==> src/rtl/snitch_regfile_wb_ctrl_if.sv <==
// Bundle of write-back, issue-marking, register-file and hazard signals
// exchanged between the core side and the write-back controller.
interface snitch_regfile_wb_ctrl_if #(
    parameter int unsigned NrReq       = 3,
    parameter int unsigned AddrWidth   = 5,
    parameter int unsigned DataWidth   = 32,
    parameter int unsigned NrReadPorts = 2
);
    // Issue stage marking a long-latency destination
    logic                                   issue_valid;
    logic [AddrWidth-1:0]                   issue_rd;
    logic                                   issue_ready;
    // Write-back requesters
    logic [NrReq-1:0]                       wb_valid;
    logic [NrReq-1:0][AddrWidth-1:0]        wb_addr;
    logic [NrReq-1:0][DataWidth-1:0]        wb_data;
    logic [NrReq-1:0]                       wb_ready;
    // Register file write port
    logic                                   rf_we;
    logic [AddrWidth-1:0]                   rf_waddr;
    logic [DataWidth-1:0]                   rf_wdata;
    // Operand hazard checks and scoreboard view
    logic [NrReadPorts-1:0][AddrWidth-1:0]  hazard_raddr;
    logic [NrReadPorts-1:0]                 hazard;
    logic [2**AddrWidth-1:0]                busy;

    modport master (
        output issue_valid, issue_rd, wb_valid, wb_addr, wb_data, hazard_raddr,
        input  issue_ready, wb_ready, rf_we, rf_waddr, rf_wdata, hazard, busy
    );

    modport slave (
        input  issue_valid, issue_rd, wb_valid, wb_addr, wb_data, hazard_raddr,
        output issue_ready, wb_ready, rf_we, rf_waddr, rf_wdata, hazard, busy
    );
endinterface

==> src/rtl/snitch_regfile_wb_ctrl.sv <==
// Write-back controller for snitch_regfile: round-robin sharing of the single
// write port among NrReq requesters, plus a per-register busy scoreboard for
// long-latency destinations that drives operand hazard flags.
module snitch_regfile_wb_ctrl #(
    parameter int unsigned NrReq       = 3,
    parameter int unsigned AddrWidth   = 5,
    parameter int unsigned DataWidth   = 32,
    parameter int unsigned NrReadPorts = 2,
    parameter bit          ZeroRegZero = 1'b1
) (
    input logic                   clk_i,
    input logic                   rst_i,
    snitch_regfile_wb_ctrl_if.slave bus
);
    localparam int unsigned NrRegs  = 2**AddrWidth;
    localparam int unsigned RrWidth = (NrReq > 1) ? $clog2(NrReq) : 1;

    // True when addr names the hardwired-zero register
    function automatic logic is_zero_reg(input logic [AddrWidth-1:0] addr);
        return ZeroRegZero && (addr == {AddrWidth{1'b0}});
    endfunction

    logic [NrRegs-1:0]    busy_r;
    logic [NrRegs-1:0]    busy_next_s;
    logic [RrWidth-1:0]   rr_r;
    logic [RrWidth-1:0]   rr_next_s;

    logic [2*NrReq-1:0]   rotated_s;
    logic                 grant_s;
    logic [RrWidth-1:0]   grant_idx_s;
    logic [NrReq-1:0]     wb_ready_s;
    logic                 rf_we_s;
    logic [AddrWidth-1:0] rf_waddr_s;
    logic [DataWidth-1:0] rf_wdata_s;
    logic                 issue_ready_s;
    logic                 issue_fire_s;
    logic [NrReadPorts-1:0] hazard_s;

    // Round-robin search: rotate requests so rr_r lands at bit 0, take first set
    always_comb begin
        rotated_s   = {bus.wb_valid, bus.wb_valid} >> rr_r;
        grant_s     = 1'b0;
        grant_idx_s = {RrWidth{1'b0}};
        for (int unsigned k = 0; k < NrReq; k++) begin
            if (!rst_i && !grant_s && rotated_s[k]) begin
                grant_s     = 1'b1;
                grant_idx_s = RrWidth'((32'(rr_r) + k) % NrReq);
            end else begin
                grant_s     = grant_s;
            end
        end
    end

    // Grant vector and register-file write port mux; x0 writes are swallowed
    always_comb begin
        wb_ready_s = {NrReq{1'b0}};
        rf_we_s    = 1'b0;
        rf_waddr_s = {AddrWidth{1'b0}};
        rf_wdata_s = {DataWidth{1'b0}};
        if (grant_s) begin
            wb_ready_s[grant_idx_s] = 1'b1;
            rf_waddr_s              = bus.wb_addr[grant_idx_s];
            rf_wdata_s              = bus.wb_data[grant_idx_s];
            rf_we_s                 = !is_zero_reg(bus.wb_addr[grant_idx_s]);
        end else begin
            rf_we_s = 1'b0;
        end
    end

    // Issue acceptance looks only at registered busy state (no wb_valid path)
    always_comb begin
        if (rst_i) begin
            issue_ready_s = 1'b0;
        end else if (is_zero_reg(bus.issue_rd)) begin
            issue_ready_s = 1'b1;
        end else begin
            issue_ready_s = !busy_r[bus.issue_rd];
        end
        issue_fire_s = bus.issue_valid && issue_ready_s && !is_zero_reg(bus.issue_rd);
    end

    // Operand hazard: still busy, or being written this cycle
    always_comb begin
        hazard_s = {NrReadPorts{1'b0}};
        for (int unsigned p = 0; p < NrReadPorts; p++) begin
            if (is_zero_reg(bus.hazard_raddr[p])) begin
                hazard_s[p] = 1'b0;
            end else begin
                hazard_s[p] = busy_r[bus.hazard_raddr[p]] ||
                              (rf_we_s && (rf_waddr_s == bus.hazard_raddr[p]));
            end
        end
    end

    // Next scoreboard and pointer: clear on write, then set on accepted mark
    always_comb begin
        busy_next_s = busy_r;
        if (rf_we_s) begin
            busy_next_s[rf_waddr_s] = 1'b0;
        end else begin
            busy_next_s = busy_next_s;
        end
        if (issue_fire_s) begin
            busy_next_s[bus.issue_rd] = 1'b1;
        end else begin
            busy_next_s = busy_next_s;
        end
        rr_next_s = rr_r;
        if (grant_s) begin
            if (grant_idx_s == RrWidth'(NrReq - 1)) begin
                rr_next_s = {RrWidth{1'b0}};
            end else begin
                rr_next_s = grant_idx_s + {{(RrWidth-1){1'b0}}, 1'b1};
            end
        end else begin
            rr_next_s = rr_r;
        end
    end

    // Scoreboard and round-robin pointer registers with synchronous reset
    always_ff @(posedge clk_i) begin
        if (rst_i) begin
            busy_r <= {NrRegs{1'b0}};
            rr_r   <= {RrWidth{1'b0}};
        end else begin
            busy_r <= busy_next_s;
            rr_r   <= rr_next_s;
        end
    end

    assign bus.wb_ready    = wb_ready_s;
    assign bus.rf_we       = rf_we_s;
    assign bus.rf_waddr    = rf_waddr_s;
    assign bus.rf_wdata    = rf_wdata_s;
    assign bus.issue_ready = issue_ready_s;
    assign bus.hazard      = hazard_s;
    assign bus.busy        = busy_r;

endmodule

==> src/flat_wrapper.sv <==
// flat-port wrapper written by rule: the top's interface ports become plain ports
module snitch_regfile_wb_ctrl_flat 
#(
    parameter int unsigned NrReq       = 3,
    parameter int unsigned AddrWidth   = 5,
    parameter int unsigned DataWidth   = 32,
    parameter int unsigned NrReadPorts = 2,
    parameter bit          ZeroRegZero = 1'b1
)
  (clk_i, rst_i, bus_issue_valid, bus_issue_rd, bus_wb_valid, bus_wb_addr, bus_wb_data, bus_hazard_raddr, bus_issue_ready, bus_wb_ready, bus_rf_we, bus_rf_waddr, bus_rf_wdata, bus_hazard, bus_busy);
  snitch_regfile_wb_ctrl_if #(.NrReq(NrReq), .AddrWidth(AddrWidth), .DataWidth(DataWidth), .NrReadPorts(NrReadPorts)) bus_i ();
  input logic clk_i;
  input logic rst_i;
  input wire logic [$bits(bus_i.issue_valid)-1:0] bus_issue_valid;
  input wire logic [$bits(bus_i.issue_rd)-1:0] bus_issue_rd;
  input wire logic [$bits(bus_i.wb_valid)-1:0] bus_wb_valid;
  input wire logic [$bits(bus_i.wb_addr)-1:0] bus_wb_addr;
  input wire logic [$bits(bus_i.wb_data)-1:0] bus_wb_data;
  input wire logic [$bits(bus_i.hazard_raddr)-1:0] bus_hazard_raddr;
  output wire logic [$bits(bus_i.issue_ready)-1:0] bus_issue_ready;
  output wire logic [$bits(bus_i.wb_ready)-1:0] bus_wb_ready;
  output wire logic [$bits(bus_i.rf_we)-1:0] bus_rf_we;
  output wire logic [$bits(bus_i.rf_waddr)-1:0] bus_rf_waddr;
  output wire logic [$bits(bus_i.rf_wdata)-1:0] bus_rf_wdata;
  output wire logic [$bits(bus_i.hazard)-1:0] bus_hazard;
  output wire logic [$bits(bus_i.busy)-1:0] bus_busy;
  assign bus_i.issue_valid = bus_issue_valid;
  assign bus_i.issue_rd = bus_issue_rd;
  assign bus_i.wb_valid = bus_wb_valid;
  assign bus_i.wb_addr = bus_wb_addr;
  assign bus_i.wb_data = bus_wb_data;
  assign bus_i.hazard_raddr = bus_hazard_raddr;
  assign bus_issue_ready = bus_i.issue_ready;
  assign bus_wb_ready = bus_i.wb_ready;
  assign bus_rf_we = bus_i.rf_we;
  assign bus_rf_waddr = bus_i.rf_waddr;
  assign bus_rf_wdata = bus_i.rf_wdata;
  assign bus_hazard = bus_i.hazard;
  assign bus_busy = bus_i.busy;
  snitch_regfile_wb_ctrl #(.NrReq(NrReq), .AddrWidth(AddrWidth), .DataWidth(DataWidth), .NrReadPorts(NrReadPorts), .ZeroRegZero(ZeroRegZero)) u_core (.clk_i(clk_i), .rst_i(rst_i), .bus(bus_i));
endmodule
==> config.mk <==
export PLATFORM = sky130hd
export DESIGN_NAME = snitch_regfile_wb_ctrl_flat
export DESIGN_NICKNAME = d
export VERILOG_FILES = /design/src/rtl/snitch_regfile_wb_ctrl_if.sv /design/src/rtl/snitch_regfile_wb_ctrl.sv /design/src/flat_wrapper.sv
export SDC_FILE = /design/constraint.sdc
export NUM_CORES = 1
export LEC_CHECK = 0
export CAP_MARGIN = 30
export CORE_ASPECT_RATIO = 0.8
export CORE_MARGIN = 2
export CORE_UTILIZATION = 44
export CTS_BUF_LIST = sky130_fd_sc_hd__clkbuf_4 sky130_fd_sc_hd__clkbuf_8
export CTS_CLUSTER_SIZE = 25
export DETAILED_ROUTE_END_ITERATION = 7
export PLACE_DENSITY = 0.95
export SLEW_MARGIN = 15
export SYNTH_ARGS = -nofsm -noshare
export SYNTH_HDL_FRONTEND = slang
export SYNTH_SLANG_ARGS = --single-unit
==> constraint.sdc <==
create_clock -name clk_i -period 9.5 [get_ports clk_i]
set_clock_uncertainty 0.05 [all_clocks]
set_input_delay 1.9 -clock clk_i [delete_from_list [all_inputs] [get_ports clk_i]]
set_output_delay 1.9 -clock clk_i [all_outputs]
set_load 0.02 [all_outputs]
==> load_flow_metrics.sql <==
INSERT INTO impl_metrics (metric_group, metric, value, unit) VALUES
('layout', 'sequential_cell_area', '681', 'um^2'),
('drt', 'routed_via_density', '6.50', ''),
('synth', 'post_synth_instance_area', '3910', 'um^2'),
('power', 'seq_pwr_share', '23.0', '%'),
('power', 'power.net_switching', '0.279', 'mW'),
('layout', 'nFillCells', '664', ''),
('synth', 'muxShareOfSynthArea', '21.1', '%'),
('worst_setup_path', 'worstPathArrival', '6.26', 'ns'),
('sta', 'finalHoldWorstSlack', '0.484', 'ns'),
('layout', 'final_net_count', '806', ''),
('placed_design', 'hpwlAfterDp', '12900', 'um'),
('worst_setup_path', 'cpMaxStageDelayCell', 'sky130_fd_sc_hd__clkdlybuf4s50_1', ''),
('synth', 'post_synth_edffs', '0', ''),
('clock_network', 'clock-root-buffer', 'sky130_fd_sc_hd__clkbuf_8', ''),
('floorplanning', 'start_util', '45.6', '%'),
('layout', 'multi_input_comb_area', '3000', 'um^2'),
('drt', 'ant_nets', '0', ''),
('worst_hold_path', 'hp-start', 'u_core.bus.busy[14]', ''),
('sta', 'final.period_utilization', '86.5', '%'),
('clock_network', 'h-tree-depth', '2', ''),
('drt', 'detailroute.via_count', '5098', ''),
('floorplanning', 'die_y', '88.3', 'um'),
('floorplanning', 'floorplan.core_area', '8560', 'um^2'),
('drt', 'remaining_drc_errors', '0', ''),
('clock_network', 'cts-resized-gates', '0', ''),
('sta', 'timing_hold_violations_final', '0', ''),
('sta', 'slew_viol_final', '0', ''),
('clock_network', 'cts.sink_count', '34', ''),
('power', 'internal_power', '0.384', 'mW'),
('sta', 'slew_headroom', '41.2', '%'),
('clock_network', 'clkTransAtPathRegs', '0.07', 'ns'),
('power', 'power.share.clock', '17.5', '%'),
('worst_setup_path', 'critical-path-max-stage-delay', '0.67', 'ns'),
('placed_design', 'buffer_ports.inserted', '207', ''),
('clock_network', 'clock_latency', '0.29', 'ns'),
('worst_setup_path', 'critical_path.n_buffers_inverters', '3', ''),
('drt', 'routed_wire_length_per_instance', '22.0', 'um'),
('clock_network', 'ctsLongestPathBuffers', '2', ''),
('sta', 'worst_tran_pin_value', '0.881', 'ns'),
('synth', 'synth_top_family_by_area', 'compound AO/OA/AOI/OAI gates', ''),
('drt', 'drt_wl_total', '17200', 'um'),
('layout', 'layout.cells.most_common', 'sky130_fd_sc_hd__clkdlybuf4s50_1', ''),
('power', 'power.switching_fraction', '42.1', '%'),
('floorplanning', 'standard_cell_rows', '30', ''),
('synth', 'yosys_register_bits', '34', ''),
('drt', 'detailedRoute.firstPassIterationCount', '8', ''),
('sta', 'rsz_0062_raised_after_global_routing', 'false', ''),
('status', 'outcome', 'finished, final reports clean', ''),
('synth', 'synth_area_per_inst', '7.91', 'um^2'),
('sta', 'setup_viol', '0', ''),
('worst_setup_path', 'setup.worst_path.start_class', 'input port', ''),
('synth', 'synth_xor_xnor_area_share', '0.673', '%'),
('job', 'cap_violations', '0', ''),
('grt', 'grtUsageTotal', '34.4', '%'),
('grt', 'grt_start_max_net_pins', '55', ''),
('power', 'power.density_cell_area', '109', 'nW/um^2'),
('worst_setup_path', 'critical_path.reg2reg.startpoint', 'u_core.rr_r[0]', ''),
('worst_hold_path', 'hold_path_class', 'reg2reg', ''),
('sta', 'total_negative_slack', '0', 'ns'),
('worst_setup_path', 'crit_path_cell_trace', 'clkdlybuf4s50_1 > or4b_4 > a31oi_4 > o211ai_1 > nand2_4 > nand2_2 > inv_4 > o2bb2ai_1 > nand3_2 > a221o_1 > a21oi_1 > clkdlybuf4s50_1', ''),
('worst_setup_path', 'worstPathMaxFanout', '54', ''),
('worst_setup_path', 'cp_common_cell', 'sky130_fd_sc_hd__clkdlybuf4s50_1', ''),
('worst_setup_path', 'endpoint_kind', 'output pin', ''),
('power', 'comb_power_share', '59.5', '%'),
('layout', 'total_inserted_antenna_cells', '0', ''),
('power', 'p_leak', '2.22', 'nW'),
('synth', 'synthSimpleGateAreaFrac', '24.1', '%'),
('worst_setup_path', 'timing.setup.critical_path_class', 'in2out', ''),
('grt', 'grt_overflow', '0', ''),
('drt', 'first_iter_violations', '563', ''),
('synth', 'synth_top_flop_cell', 'sky130_fd_sc_hd__dfxtp_1', '');
-- worst min-delay path: cells and delay by family, from the launching register on --
family | cells | cell delay (ns)
and+or+nand+nor | 1 | 0.06
DFF | 1 | 0.35
AOI/OAI and AO/OA | 1 | 0.08
-- routing by layer --
metal | GRT usage, % | vias to the layer above | wire [um]
met2 | 51.6 | 436 | 7540
li1 | - | 2242 | -
met4 | 8.63 | 0 | 546
met3 | 9.87 | 80 | 2460
met5 | 3.06 | - | 0
met1 | 48.6 | 2340 | 6700
-- metrics by stage --
step | total power [mW] | utilization [%] | setup WS (ns) | cells | area, um^2
detailed placement | 0.539 | 69.7 | 1.45 | 776 | 5970
global placement | 0.531 | 69.7 | 1.56 | 776 | 5970
finish | 0.663 | 70.8 | 1.29 | 784 | 6060
floorplan | 0.370 | - | 3.22 | 494 | 3910
global route | 0.690 | 70.8 | 1.16 | 784 | 6060
CTS | 0.654 | 70.8 | 1.43 | 784 | 6060
-- area by class of cell --
class | instances | share of cell area (%)
clock buffer | 6 | 1.36
timing repair buffer | 212 | 34.8
sequential | 34 | 11.2
tap | 112 | 2.31
multi-input combinational | 408 | 49.4
clock inverter | 2 | 0.206
inverter | 10 | 0.660
-- path summary, 6_finish.rpt --
check	cells past startpoint	to	slack (ns)
max	12	bus_hazard[0]	1.29
min	2	u_core.bus.busy[14]	0.48
max reg2reg	11	u_core.bus.busy[24]	5.51
min reg2reg	2	u_core.bus.busy[14]	0.48
-- cells in the mapped netlist, types with 7 or more instances --
library cell	n	share of area (%)
sky130_fd_sc_hd__nor2_1	35	3.4
sky130_fd_sc_hd__nand3_1	7	0.90
sky130_fd_sc_hd__dfxtp_1	34	17
sky130_fd_sc_hd__o21ai_1	8	1.0
sky130_fd_sc_hd__o2bb2ai_1	11	2.5
sky130_fd_sc_hd__nor3_1	10	1.3
sky130_fd_sc_hd__o21ai_0	32	4.1
sky130_fd_sc_hd__a31oi_1	10	1.6
sky130_fd_sc_hd__nand2_1	70	6.7
sky130_fd_sc_hd__a21oi_1	54	6.9
sky130_fd_sc_hd__mux4_2	30	17
sky130_fd_sc_hd__o211ai_1	13	2.5
sky130_fd_sc_hd__clkbuf_1	24	2.3
sky130_fd_sc_hd__mux2i_1	10	2.6
sky130_fd_sc_hd__buf_2	8	1.0
sky130_fd_sc_hd__and3_1	28	4.5
-- power groups by stage --
stage                     logic [mW]  registers (mW)  clock network, mW
after floorplan                0.217           0.153                  0
after global placement         0.377           0.154                  0
after detailed placement       0.384           0.155                  0
after CTS                      0.387           0.152              0.116
after global routing           0.414           0.153              0.124
final                          0.395           0.152              0.116
-- cell families after synthesis --
group	after synthesis
simple gates	188
fa+ha+maj	3
mux	43
compound gates	171
xor+xnor	3
buf+inv	52
flops	34
-- flip-flops by register name, summed over array words and instances, names as in the netlist --
register and count:
u_core.rr_r 2, u_core.bus.busy 32
Power figures use the tool's default switching activity.
